File: src/rtl/elevator_datapath.sv
// Elevator datapath: request register, direction, current/destination floor
// registers and per-floor travel timer. Returns the comparator and
// any-request status used by the control FSM.
module elevator_datapath #(
    parameter int FLOORS     = 8,
    parameter int FW         = 3,
    parameter int MOVE_TICKS = 4
) (
    input  logic              clk,
    input  logic              irst,
    input  logic [FLOORS-1:0] ibutton,
    input  logic              iinput_en,
    input  logic              iupdate_dir,
    input  logic              iupdate_dir_en,
    input  logic              iupdate_des_en,
    input  logic              iupdate_now_en,
    input  logic              irst_des_en,
    input  logic              is_move,
    output logic [2:0]        comparator_result,
    output logic              input_bool,
    output logic [FW-1:0]     onow_floor,
    output logic [FW-1:0]     odes_floor,
    output logic              odir,
    output logic [FLOORS-1:0] orequests,
    output logic              ostep
);

    // A one-tick journey still needs a 1-bit timer that simply stays at 0.
    localparam int TW = (MOVE_TICKS > 1) ? $clog2(MOVE_TICKS) : 1;
    localparam logic [TW-1:0]     TMAX     = TW'(MOVE_TICKS - 1);
    localparam logic [FW-1:0]     FTOP     = FW'(FLOORS - 1);
    localparam logic [FLOORS-1:0] REQ_ONE  = FLOORS'(1);
    localparam logic [FLOORS-1:0] REQ_ZERO = {FLOORS{1'b0}};

    logic [FLOORS-1:0] req_q, req_d;
    logic              dir_q, dir_d;
    logic [FW-1:0]     now_q, now_d;
    logic [FW-1:0]     des_q, des_d;
    logic [TW-1:0]     timer_q, timer_d;
    logic              step_q, step_d;

    logic [FW-1:0]     above_s, below_s, sel_s;
    logic              above_found_s, below_found_s;
    logic              up_ok_s, dn_ok_s, wrap_s;
    logic              hit_s;

    // Nearest requested floor strictly above and strictly below the car.
    always_comb begin
        above_s       = {FW{1'b0}};
        below_s       = {FW{1'b0}};
        above_found_s = 1'b0;
        below_found_s = 1'b0;
        hit_s         = 1'b0;
        // Descending scan: the last hit is the lowest floor above.
        for (int i = FLOORS - 1; i >= 0; i--) begin
            hit_s         = req_q[i] && (FW'(i) > now_q);
            above_s       = hit_s ? FW'(i) : above_s;
            above_found_s = above_found_s | hit_s;
        end
        // Ascending scan: the last hit is the highest floor below.
        for (int i = 0; i < FLOORS; i++) begin
            hit_s         = req_q[i] && (FW'(i) < now_q);
            below_s       = hit_s ? FW'(i) : below_s;
            below_found_s = below_found_s | hit_s;
        end
    end

    // Direction-priority target selection, falling back to the current floor.
    always_comb begin
        sel_s = now_q;
        if (dir_q) begin
            if (above_found_s)      sel_s = above_s;
            else if (below_found_s) sel_s = below_s;
            else                    sel_s = now_q;
        end else begin
            if (below_found_s)      sel_s = below_s;
            else if (above_found_s) sel_s = above_s;
            else                    sel_s = now_q;
        end
    end

    // Next-state for requests, direction, destination, timer and floor.
    always_comb begin
        // Clear of the served floor overrides a same-cycle set on that bit.
        req_d   = (req_q | (iinput_en ? ibutton : REQ_ZERO))
                  & ~(irst_des_en ? (REQ_ONE << now_q) : REQ_ZERO);
        dir_d   = iupdate_dir_en ? iupdate_dir : dir_q;
        des_d   = iupdate_des_en ? sel_s : des_q;

        up_ok_s = (des_q > now_q) && (now_q != FTOP);
        dn_ok_s = (des_q < now_q) && (now_q != {FW{1'b0}});
        wrap_s  = is_move && iupdate_now_en && (timer_q == TMAX);

        if (!is_move) begin
            timer_d = {TW{1'b0}};
        end else if (iupdate_now_en) begin
            timer_d = wrap_s ? {TW{1'b0}} : (timer_q + TW'(1));
        end else begin
            timer_d = timer_q;
        end

        // Step uses the pre-update destination.
        step_d = wrap_s && (up_ok_s || dn_ok_s);
        if (wrap_s && up_ok_s) begin
            now_d = now_q + FW'(1);
        end else if (wrap_s && dn_ok_s) begin
            now_d = now_q - FW'(1);
        end else begin
            now_d = now_q;
        end
    end

    // State registers with synchronous reset; reset aborts any travel.
    always_ff @(posedge clk) begin
        if (irst) begin
            req_q   <= REQ_ZERO;
            dir_q   <= 1'b1;
            now_q   <= {FW{1'b0}};
            des_q   <= {FW{1'b0}};
            timer_q <= {TW{1'b0}};
            step_q  <= 1'b0;
        end else begin
            req_q   <= req_d;
            dir_q   <= dir_d;
            now_q   <= now_d;
            des_q   <= des_d;
            timer_q <= timer_d;
            step_q  <= step_d;
        end
    end

    assign comparator_result = {(des_q > now_q), (des_q == now_q), (des_q < now_q)};
    assign input_bool        = |req_q;
    assign onow_floor        = now_q;
    assign odes_floor        = des_q;
    assign odir              = dir_q;
    assign orequests         = req_q;
    assign ostep             = step_q;

endmodule

File: config.mk
export PLATFORM = sky130hd
export DESIGN_NAME = elevator_datapath
export DESIGN_NICKNAME = d
export VERILOG_FILES = /design/src/rtl/elevator_datapath.sv
export SDC_FILE = /design/constraint.sdc
export NUM_CORES = 1
export LEC_CHECK = 0
export CAP_MARGIN = 20
export CORE_MARGIN = 3
export CORE_UTILIZATION = 38
export DETAILED_ROUTE_END_ITERATION = 12
export PLACE_DENSITY_LB_ADDON = 0.3
export REMOVE_ABC_BUFFERS = 1
export SYNTH_ARGS = -nofsm -noshare
export SYNTH_HDL_FRONTEND = slang
export SYNTH_SLANG_ARGS = --single-unit
File: constraint.sdc
create_clock -name clk -period 5.98 [get_ports clk]
set_input_delay 1.196 -clock clk [delete_from_list [all_inputs] [get_ports clk]]
set_output_delay 1.196 -clock clk [all_outputs]
set_load 0.005 [all_outputs]
Yosys cells after proc, flatten, opt, wreduce, memory -nomap -nowiden
Cells that the tools add are included.
{"block": "totals", "regBits": 18, "latchBits": 0, "ram_bits": 0, "rom_bits": 0, "elab_cells": 102, "mem_count": 0}
{"block": "op_classes", "n_addsub": 3, "multipliers": 0, "div": 0, "n_lt_le_gt_ge": 18, "n_eq_ne": 3, "shifts": 1, "muxes": 25, "bitwise_logic": 18, "n_reduce_logical": 28}
{"cell": "$mux 3", "n": 19}
{"cell": "$logic_and 1x1->1", "n": 23}
{"cell": "$mux 8", "n": 2}
{"cell": "$or 1x1->1", "n": 14}
{"cell": "$gt 3x3->1 const A", "n": 4}
{"cell": "$lt 3x3->1 const A", "n": 4}
{"cell": "$and 8x8->8", "n": 1}
{"cell": "$not 8->8", "n": 1}
{"cell": "$or 8x8->8", "n": 1}
{"cell": "$reduce_or 8->1", "n": 1}
{"cell": "$shl 1x3->8 const A", "n": 1}
{"cell": "$gt 1x3->1 const A", "n": 2}
{"cell": "$gt 2x3->1 const A", "n": 2}
{"cell": "$lt 1x3->1 const A", "n": 2}
{"cell": "$lt 2x3->1 const A", "n": 2}
{"cell": "$mux 2", "n": 3}
{"cell": "$add 3x1->3 const B", "n": 1}
{"cell": "$eq 3x3->1", "n": 1}
{"cell": "$gt 3x3->1", "n": 1}
{"cell": "$lt 3x3->1", "n": 1}
{"cell": "$ne 3x3->1 const B", "n": 1}
{"cell": "$reduce_bool 3->1", "n": 1}
{"cell": "$sub 3x1->3 const B", "n": 1}
{"cell": "$add 2x1->2 const B", "n": 1}
{"cell": "other kinds (6)", "n": 6}

Longest topological paths before layout
Gate-level depths: netlist of the first run.
{"block": "depth", "depth_word": 13, "mapped_depth": 10, "ltp_nobuf": 8}

Least setup slack after synthesis of the first run
No wires, ideal clock.
{"block": "synth_path", "path_kind": "reg2out", "from": "register now_q[1] (netlist: onow_floor[1])", "to": "output comparator_result[2]", "t_arrival_ns": 1.648, "t_required_ns": 4.784, "path_slack_ns": 3.136, "path_stages_with_launch": 9, "path_buffers": 2, "cell_sequence": "dfxtp_1 > buf_6 > buf_6 > inv_2 > ha_1 > nor2b_1 > o21ai_1 > and2_1 > nor2_1"}
{"block": "synth_between", "elab_chain_len": 1}
{"element": "start: declaration", "line_no": "37", "rtl": "logic [FW-1:0] now_q, now_d;"}
{"element": "start signal: assignment", "line_no": "118", "rtl": "now_q <= {FW{1'b0}};"}
{"element": "start signal: assignment", "line_no": "125", "rtl": "now_q <= now_d;"}
{"element": "$gt 3x3->1", "line_no": "132", "rtl": "assign comparator_result = {(des_q > now_q), (des_q == now_q), (des_q < now_q)};"}
{"element": "end: declaration", "line_no": "19", "rtl": "output logic [2:0] comparator_result,"}
No other way between the ends.

Worst setup path after layout of the first run
{"block": "layout_path", "from": "register now_q[1] (netlist: onow_floor[1])", "to": "output comparator_result[0]"}
{"block": "layout_between", "elab_chain_len": 1}
{"element": "$lt 3x3->1", "line_no": "132"}
No other way between the ends.

==> results of run 1 <==
report_power, final:
part | switching [mW] | internal [mW] | total [mW] | leakage [nW]
Combinational | 0.0348 | 0.0479 | 0.0827 | 0.495
Sequential | 0.0102 | 0.126 | 0.136 | 0.148
Clock | 0.0404 | 0.0584 | 0.0988 | 0.0288
Total | 0.0854 | 0.232 | 0.318 | 0.671
layout by cell type (no fill, tap or decap), drive strengths merged, types with 2 or more instances in the layout:
cell and instances:
a311oi 4, and3 2, a211oi 7, nor2 14, o31ai 3, nand2 10
clkbuf 4, o21ai 8, nor3b 2, ha 11, xnor2 2, clkdlybuf4s50 36
o22ai 4, mux2i 4, a21o 2, inv 11, a21oi 24, nor2b 8
nor3 4, a2111oi 2, dfxtp 18
critical path, cell delays in order (launching register included):
cell and delay [ns]:
dfxtp_1 0.85, inv_2 0.18, ha_1 0.36, nor2b_1 0.14, o21ai_1 0.30, and2_1 0.21, clkdlybuf4s50_1 0.50
final cells by class:
class / instances / area (µm²)
Sequential cell: 18 / 360
Tap cell: 46 / 57.6
Clock buffer: 4 / 55.1
Multi-Input combinational cell: 129 / 931
Inverter: 11 / 41.3
Timing Repair Buffer: 36 / 360
Fill cell: 322 / 1640
metrics by stage:
step | instances | hold WS, ns | power, mW | area (µm²)
floorplan | 158 | 0.465 | 0.176 | 1330
global placement | 240 | 0.479 | 0.219 | 1750
detailed placement | 240 | 0.518 | 0.222 | 1750
CTS | 244 | 0.540 | 0.321 | 1810
global route | 244 | 0.555 | 0.338 | 1810
finish | 244 | 0.525 | 0.318 | 1810
kinds of logic after synthesis:
group           count (synthesis)  share of synthesized area, %
fa+ha+maj                      11                          9.79
simple gates                   49                          19.1
xor+xnor                        2                          1.25
mux                             5                          3.91
compound gates                 62                          32.1
flops                          18                          25.6
buf+inv                        20                          8.19
flip-flops by register name, summed over array words and instances, names as in the netlist:
signal / cells
orequests: 8
odir: 1
onow_floor: 3
ostep: 1
timer_q: 2
odes_floor: 3
layer usage:
layer | GRT usage [%] | wire [µm] | vias to the layer above
met5 | 0 | 0 | -
met4 | 5.58 | 37 | 0
met3 | 2.19 | 247 | 4
met2 | 30.7 | 1840 | 65
met1 | 24.3 | 1670 | 655
li1 | - | - | 685
final timing paths:
| path | startpoint | cells past startpoint | to | slack (ns) |
|---|---|---|---|---|
| max reg2reg | onow_floor[2] | 7 | onow_floor[0] | 3.31 |
| max | onow_floor[1] | 6 | comparator_result[0] | 1.99 |
| min | timer_q[1] | 2 | timer_q[1] | 0.53 |
| min reg2reg | timer_q[1] | 2 | timer_q[1] | 0.53 |
==> results.tsv, run 1 <==
stage	metric	value	unit
worst_setup_path	cp.required	4.78	ns
power	p_leak	0.671	nW
timing	fin_tns_setup	0	ns
timing	hold_viol	0	
synthesis	synth_top_area_share	25.6	%
drt	first_pass_iters	4	
synthesis	synth_cell_type_count	49	
drt	ant_nets	0	
grt	grt_pass1_wl	6380	µm
place	place_congestion	0.920	
timing	slew-limit-headroom	39.3	%
grt	grt_max_degree	22	
finish	fin_util	52.5	%
floorplanning	rows	21	
grt	grt_pass1_vias	1349	
finish	drive_gt1_share	9.09	%
cts	cts_root_buf	clkbuf_8	
floorplanning	top_level_ports	37	
min_path	hp-class	register to register	
outcome	status	finished, final reports clean	
place	dp_slack	2.28	ns
place	hpwlAfterDp	2850	µm
drt	vias	1409	
cts	clkSlewWorstSetupHoldPaths	0.07	ns
cts	tritoncts	built	
synthesis	synth_enable_flop_cells	0	
drt	drtIter0Drc	124	
place	io_buffer_count	36	
timing	fmax	0.251	GHz
timing	rsz0062_at_grt	false	
floorplanning	core	3440	µm²
grt	overflow	0	
synthesis	synth_largest_area_cell	dfxtp_1	
cts	post_cts_resized	0	
synthesis	yosysSeqAreaShare	25.6	%
synthesis	synth.avg_cell_area	8.42	µm²
power	power_density	176	nW/µm²
synthesis	synth_area_leaders	dfxtp_1 (26%), ha_1 (9.8%), a21oi_1 (7.8%)	
cts	ctsHoldBuffers	0	
timing	layout_min_cycle_time	3.99	ns
cts	cts_setup_buffers	0	
finish	nets	227	
worst_setup_path	endpoint_kind	output port	
synthesis	async_flop_share	0	%
cts	clock_latency	0.25	ns
synthesis	yosysWarnings	0	
synthesis	synthTopCellsByCount	a21oi_1 (22), dfxtp_1 (18), nor2_1 (13)	
run	maxCapViolCount	0	
timing	skew	0.00137	ns
floorplanning	die_w	66.8	µm
timing	maxSlewViolCount	0	
power	ir_worst_vdd	82.6	µV
cts	h-tree-depth	1	
synthesis	ys_seq_elements	18	
worst_setup_path	crit_arrival	2.79	ns
drt	viasPerCell	5.77	
timing	fin_ws	1.99	ns
floorplanning	die-area	4470	µm²
synthesis	yosysMostFrequentCell	a21oi_1	
cts	numCtsBuffers	3	
grt	grt_use_total	18.3	%
worst_setup_path	path_class	register to output port	
drt	route.detailed.drc	0	
synthesis	syn_area	1410	µm²
timing	tightest_slew	0.909	ns
floorplanning	start_util	40.9	%
timing	fin_crit_sh	66.7	%
finish	antenna_cells	0	
worst_setup_path	worst_setup_path_start_kind	register	
grt	antenna_found_initial	0	
floorplanning	die_y	66.8	µm
drt	drt_wl_total	3790	µm
cts	cts.path.max_buffers	2	
cts	cts_num_sinks	18	
timing	setup_viol	0	
synthesis	synthCells	167	
worst_setup_path	path_max_fanout	20	
synthesis	synth_flop_cell	dfxtp_1	
drt	routedWlPerCell	15.5	µm
finish	area_growth	28.4	%
Note: power is estimated with default switching activity, not from simulation.
==> run 2: changes to the inputs <==
==> constraint.sdc (replaced) <==
create_clock -name clk -period 3.2 [get_ports clk]
set_input_delay 0.64 -clock clk [delete_from_list [all_inputs] [get_ports clk]]
set_output_delay 0.64 -clock clk [all_outputs]
set_load 0.005 [all_outputs]
==> run 2 against run 1 <==
Routed wire length increased by 0.69%. Die area is the same. Critical path depth fell by 1. Final area up 0.83%. Sequential power increased by 88%. Power is 88% higher. Register-to-register slack worse by 2.5 ns. Sequential share of layout area is 0.16 points lower. Clock skew increased by 0.0016 ns. Setup slack got worse by 1.7 ns. Final cell count grew 0.82%. Clock power grew 91%. Critical endpoint unchanged.
==> results.tsv, run 2 (synthesis results as in run 1) <==
stage	metric	value	unit
timing	fmax	0.348	GHz
cts	post_cts_resized	0	
grt	grt_max_degree	21	
floorplanning	rows	21	
place	place_congestion	0.870	
drt	wl_met3	211	µm
place	io_buffer_count	36	
cts	h-tree-depth	1	
place	dp.cells	242	
min_path	hold_end	timer_q[1]	
timing	setup_viol	0	
finish	area_growth	29.4	%
worst_setup_path	endpoint_kind	output port	
worst_setup_path	critical-path-top-delay-family	flip-flops	
drt	viasPerCell	5.67	
worst_setup_path	path_max_fanout	13	
cts	clkSlewWorstSetupHoldPaths	0.07	ns
worst_setup_path	worst-path-buf-inv	1	
finish	final_area	1820	µm²
cts	cts.path.max_buffers	2	
worst_setup_path	cp.required	2.56	ns
drt	wl_met2	1820	µm
floorplanning	core	3440	µm²
power	ir_worst_vdd	184	µV
drt	drtIter0Drc	150	
timing	slew-limit-headroom	63.0	%
worst_setup_path	worst-r2r-setup-slack	0.77	ns
cts	tritoncts	built	
timing	layout_min_cycle_time	2.87	ns
timing	fin_crit_sh	89.8	%
finish	drive_gt1_share	10.0	%
timing	maxSlewViolCount	0	
finish	antenna_cells	0	
power	power.total	596	µW
place	dp_slack	0.607	ns
finish	nets	229	
drt	first_pass_iters	4	
finish	layout_common_cells	clkdlybuf4s50_1 (36), a21oi_1 (22), dfxtp_1 (18)	
timing	skew	0.00300	ns
worst_setup_path	worst_setup_path_start_kind	register	
grt	grt_use_total	18.9	%
worst_setup_path	crit_arrival	2.23	ns
floorplanning	start_util	40.9	%
drt	drt_wl_total	3820	µm
timing	tightest_slew	0.553	ns
worst_setup_path	r2r_start	onow_floor[0]	
cts	cts_num_sinks	18	
floorplanning	top_level_ports	37	
floorplanning	die_y	66.8	µm
drt	routedWlPerCell	15.5	µm
drt	route.detailed.drc	0	
floorplanning	die_w	66.8	µm
finish	fill_cells	321	
worst_setup_path	r2r_cells	8	
timing	whs	0.513	ns
grt	grt_pass1_vias	1297	
worst_setup_path	slowest_delay	0.67	ns
cts	cts_root_buf	clkbuf_8	
finish	layout_commonest_cell	clkdlybuf4s50_1	
timing	rsz0062_at_grt	false	
worst_setup_path	r2r_end	odes_floor[0]	
place	post_dp_cell_area	1770	µm²
finish	instances_no_fill	246	
outcome	status	finished, final reports clean	
power	power_density	328	nW/µm²
drt	highest_layer	met4	
worst_setup_path	cp_cell_sequence	ha_1 -> nor2b_1 -> o21ai_1 -> and2_1 -> clkdlybuf4s50_1	
min_path	worstHoldStart	timer_q[1]	
finish	fin_util	52.9	%
timing	hold_viol	0	
grt	grt_pass1_wl	6530	µm
run	maxCapViolCount	0	
cts	numCtsBuffers	3	
drt	vias	1396	
cts	cts_setup_buffers	0	
place	hpwlAfterDp	2870	µm
power	p_leak	0.682	nW
drt	met1_length	1750	µm
worst_setup_path	slowest_stage	dfxtp_1	
floorplanning	die-area	4470	µm²
grt	antenna_found_initial	0	
min_path	hold_depth	2	
timing	fin_tns_setup	0	ns
timing	fin_ws	0.327	ns
cts	ctsHoldBuffers	0	
grt	overflow	0	
min_path	hp-class	register to register	
worst_setup_path	path_class	register to output port	
finish	largest_reg_flops	8	
drt	ant_nets	0	
cts	clock_latency	0.25	ns
-- run 2: cell types whose count changed in the layout (fill, tap and decap cells not counted), sizes merged --
cell,previous run,this run
buf,0,2
-- run 2: cell type report --
cell class | count | area, µm² | area share [%]
Tap cell | 46 | 57.6 | 3.16
Clock buffer | 4 | 55.1 | 3.02
Inverter | 11 | 41.3 | 2.27
Sequential cell | 18 | 360 | 19.8
Timing Repair Buffer | 38 | 375 | 20.6
Multi-Input combinational cell | 129 | 931 | 51.1
-- run 2: worst max path at each step --
stage	startpoint	to	slack, ns	cells past startpoint
after floorplan	onow_floor[1]	comparator_result[2]	0.74	6
after global placement	onow_floor[0]	comparator_result[0]	0.68	5
after detailed placement	onow_floor[0]	comparator_result[0]	0.61	5
after CTS	onow_floor[0]	comparator_result[0]	0.32	5
after global routing	onow_floor[0]	comparator_result[0]	0.20	5
final	onow_floor[0]	comparator_result[0]	0.33	5
-- run 2: worst reg2reg max path, stage by stage (launching register included) --
cell and delay (ns):
dfxtp_1 0.67, inv_2 0.22, ha_1 0.33, nor2b_1 0.16
o31ai_1 0.26, a21o_1 0.22, nor3_2 0.07, a2111oi_2 0.29
nor3_1 0.09
-- run 2: layer usage --
metal / vias up / track usage [%]
li1: 689 / -
met1: 648 / 26.7
met2: 55 / 28.2
met3: 4 / 3.88
met4: 0 / 6.35
met5: - / 0
-- run 2: power by group --
| part | total (mW) | switching, mW | internal (mW) |
|---|---|---|---|
| combinational | 0.153 | 0.0636 | 0.0893 |
| sequential | 0.255 | 0.0189 | 0.236 |
| clock | 0.189 | 0.0793 | 0.109 |
| total | 0.596 | 0.162 | 0.434 |
==> run 3: changes to the inputs <==
--- a/config.mk
+++ b/config.mk
@@ -6,7 +6,7 @@
 export NUM_CORES = 1
 export LEC_CHECK = 0
 export CAP_MARGIN = 20
-export CORE_MARGIN = 3
+export CORE_MARGIN = 4
 export CORE_UTILIZATION = 38
 export DETAILED_ROUTE_END_ITERATION = 12
 export PLACE_DENSITY_LB_ADDON = 0.3
==> run 3 against run 2 <==
Count of clock-buffer cells in the layout is the same. Power shrank 0.66%. Global-route usage shrank 1.4 points. First-iteration DRC count shrank 4.7%. Die area grew 6.1%.
==> results.tsv, run 3 (synthesis results as in run 1) <==
stage	metric	value	unit
timing	tightest_slew	0.594	ns
worst_setup_path	crit_arrival	2.22	ns
power	seq_power_share	43.0	%
power	clockPowerShare	31.1	%
timing	fmax	0.350	GHz
cts	h-tree-depth	1	
timing	fin_crit_sh	89.3	%
cts	cts.path.max_buffers	2	
worst_setup_path	worst_setup_path_start_kind	register	
cts	cts_root_buf	clkbuf_8	
power	p_leak	0.682	nW
worst_setup_path	path_class	register to output port	
worst_setup_path	cp_cell_sequence	ha_1 -> nor2b_1 -> o21ai_1 -> and2_1 -> clkdlybuf4s50_1	
cts	clock_latency	0.25	ns
worst_setup_path	endpoint_kind	output port	
timing	fin_ws	0.343	ns
drt	ant_nets	0	
drt	first_pass_iters	4	
floorplanning	die-area	4740	µm²
timing	rsz0062_at_grt	false	
run	maxCapViolCount	0	
power	ir_worst_vdd	190	µV
floorplanning	die_y	68.8	µm
power	switching_share	26.7	%
drt	vias	1388	
power	p_comb_share	25.9	%
timing	slew-limit-headroom	60.3	%
drt	route.detailed.drc	0	
place	place_congestion	0.914	
finish	instances_no_fill	246	
timing	fin_tns_setup	0	ns
place	dp_slack	0.630	ns
min_path	worstHoldStart	timer_q[1]	
cts	post_cts_resized	0	
drt	drt_wl_total	3780	µm
worst_setup_path	r2r_end	odes_floor[0]	
timing	setup_viol	0	
worst_setup_path	r2r_cells	8	
finish	fill_cells	331	
floorplanning	die_w	68.8	µm
worst_setup_path	worst-r2r-setup-slack	0.78	ns
power	switchingPower	158	µW
finish	drive_gt1_share	10.0	%
drt	viasPerCell	5.64	
finish	nets	229	
finish	largest_reg_flops	8	
place	hpwlAfterDp	2910	µm
cts	cts_num_sinks	18	
grt	antenna_found_initial	0	
worst_setup_path	r2r_start	onow_floor[0]	
min_path	hold_end	timer_q[1]	
grt	grt_pass1_wl	6360	µm
timing	layout_min_cycle_time	2.86	ns
grt	grt_use_total	17.5	%
outcome	status	finished, final reports clean	
place	dp.cells	242	
grt	grt_max_degree	21	
finish	final_area	1820	µm²
grt	grt_pass1_vias	1337	
worst_setup_path	slowest_delay	0.66	ns
cts	numCtsBuffers	3	
grt	overflow	0	
worst_setup_path	path_max_fanout	13	
finish	layout_commonest_cell	clkdlybuf4s50_1	
timing	hold_viol	0	
worst_setup_path	cp.required	2.56	ns
min_path	hold_depth	2	
timing	skew	0.00373	ns
min_path	hp-class	register to register	
finish	antenna_cells	0	
floorplanning	core	3440	µm²
finish	area_growth	29.4	%
timing	maxSlewViolCount	0	
finish	layout_common_cells	clkdlybuf4s50_1 (36), a21oi_1 (22), dfxtp_1 (18)	
floorplanning	rows	21	
power	intPower	434	µW
cts	clkSlewWorstSetupHoldPaths	0.07	ns
drt	routedWlPerCell	15.4	µm
floorplanning	start_util	40.9	%
worst_setup_path	slowest_stage	dfxtp_1	
cts	ctsHoldBuffers	0	
drt	drtIter0Drc	143	
place	io_buffer_count	36	
timing	whs	0.516	ns
cts	tritoncts	built	
cts	cts_setup_buffers	0	
power	power_density	325	nW/µm²
place	post_dp_cell_area	1770	µm²
floorplanning	top_level_ports	37	
[run 3: cell counts in the layout (fill, tap and decap cells not counted)]
No cell type changed its count.
[run 3: cell type report]
| class | instances | area (µm²) | area share (%) |
|---|---|---|---|
| clock buffer | 4 | 55.1 | 3.02 |
| inverter | 11 | 41.3 | 2.27 |
| multi-input combinational | 129 | 931 | 51.1 |
| sequential | 18 | 360 | 19.8 |
| tap | 46 | 57.6 | 3.16 |
| timing repair buffer | 38 | 375 | 20.6 |
[run 3: critical path, delay by kind of cell (launching register included)]
kind | cells | cell delay, ns
AOI/OAI and AO/OA | 1 | 0.30
and+or+nand+nor | 2 | 0.26
adders and majority gates | 1 | 0.24
DFF | 1 | 0.66
buffers and inverters | 1 | 0.50
[run 3: stage by stage]
step | utilization, % | power, mW
after detailed placement | 51.3 | 0.413
after floorplan | - | 0.330
after global placement | 51.3 | 0.409
after global routing | 52.9 | 0.625
after CTS | 52.9 | 0.597
final | 52.9 | 0.592
[run 3: worst max-delay path by stage]
stage / startpoint / slack (ns) / end
after floorplan: onow_floor[1] / 0.74 / comparator_result[2]
after global placement: onow_floor[0] / 0.67 / comparator_result[0]
after detailed placement: onow_floor[0] / 0.63 / comparator_result[0]
after CTS: onow_floor[0] / 0.33 / comparator_result[0]
after global routing: onow_floor[0] / 0.18 / comparator_result[0]
final: onow_floor[0] / 0.34 / comparator_result[0]
[run 3: power groups by stage]
stage | Combinational (mW) | Clock (mW) | Sequential [mW]
3_5_place_dp | 0.153 | 0 | 0.259
6_report | 0.154 | 0.184 | 0.255
3_3_place_gp | 0.150 | 0 | 0.259
5_1_grt | 0.170 | 0.197 | 0.257
2_1_floorplan | 0.0747 | 0 | 0.255
4_1_cts | 0.154 | 0.188 | 0.254
[run 3: per-layer routing]
metal	vias up	GRT usage (%)	wire length, µm
met5	-	0	0
met4	0	5.60	53
met3	6	2.76	243
met2	50	28.4	1820
met1	643	23.5	1660
li1	689	-	-
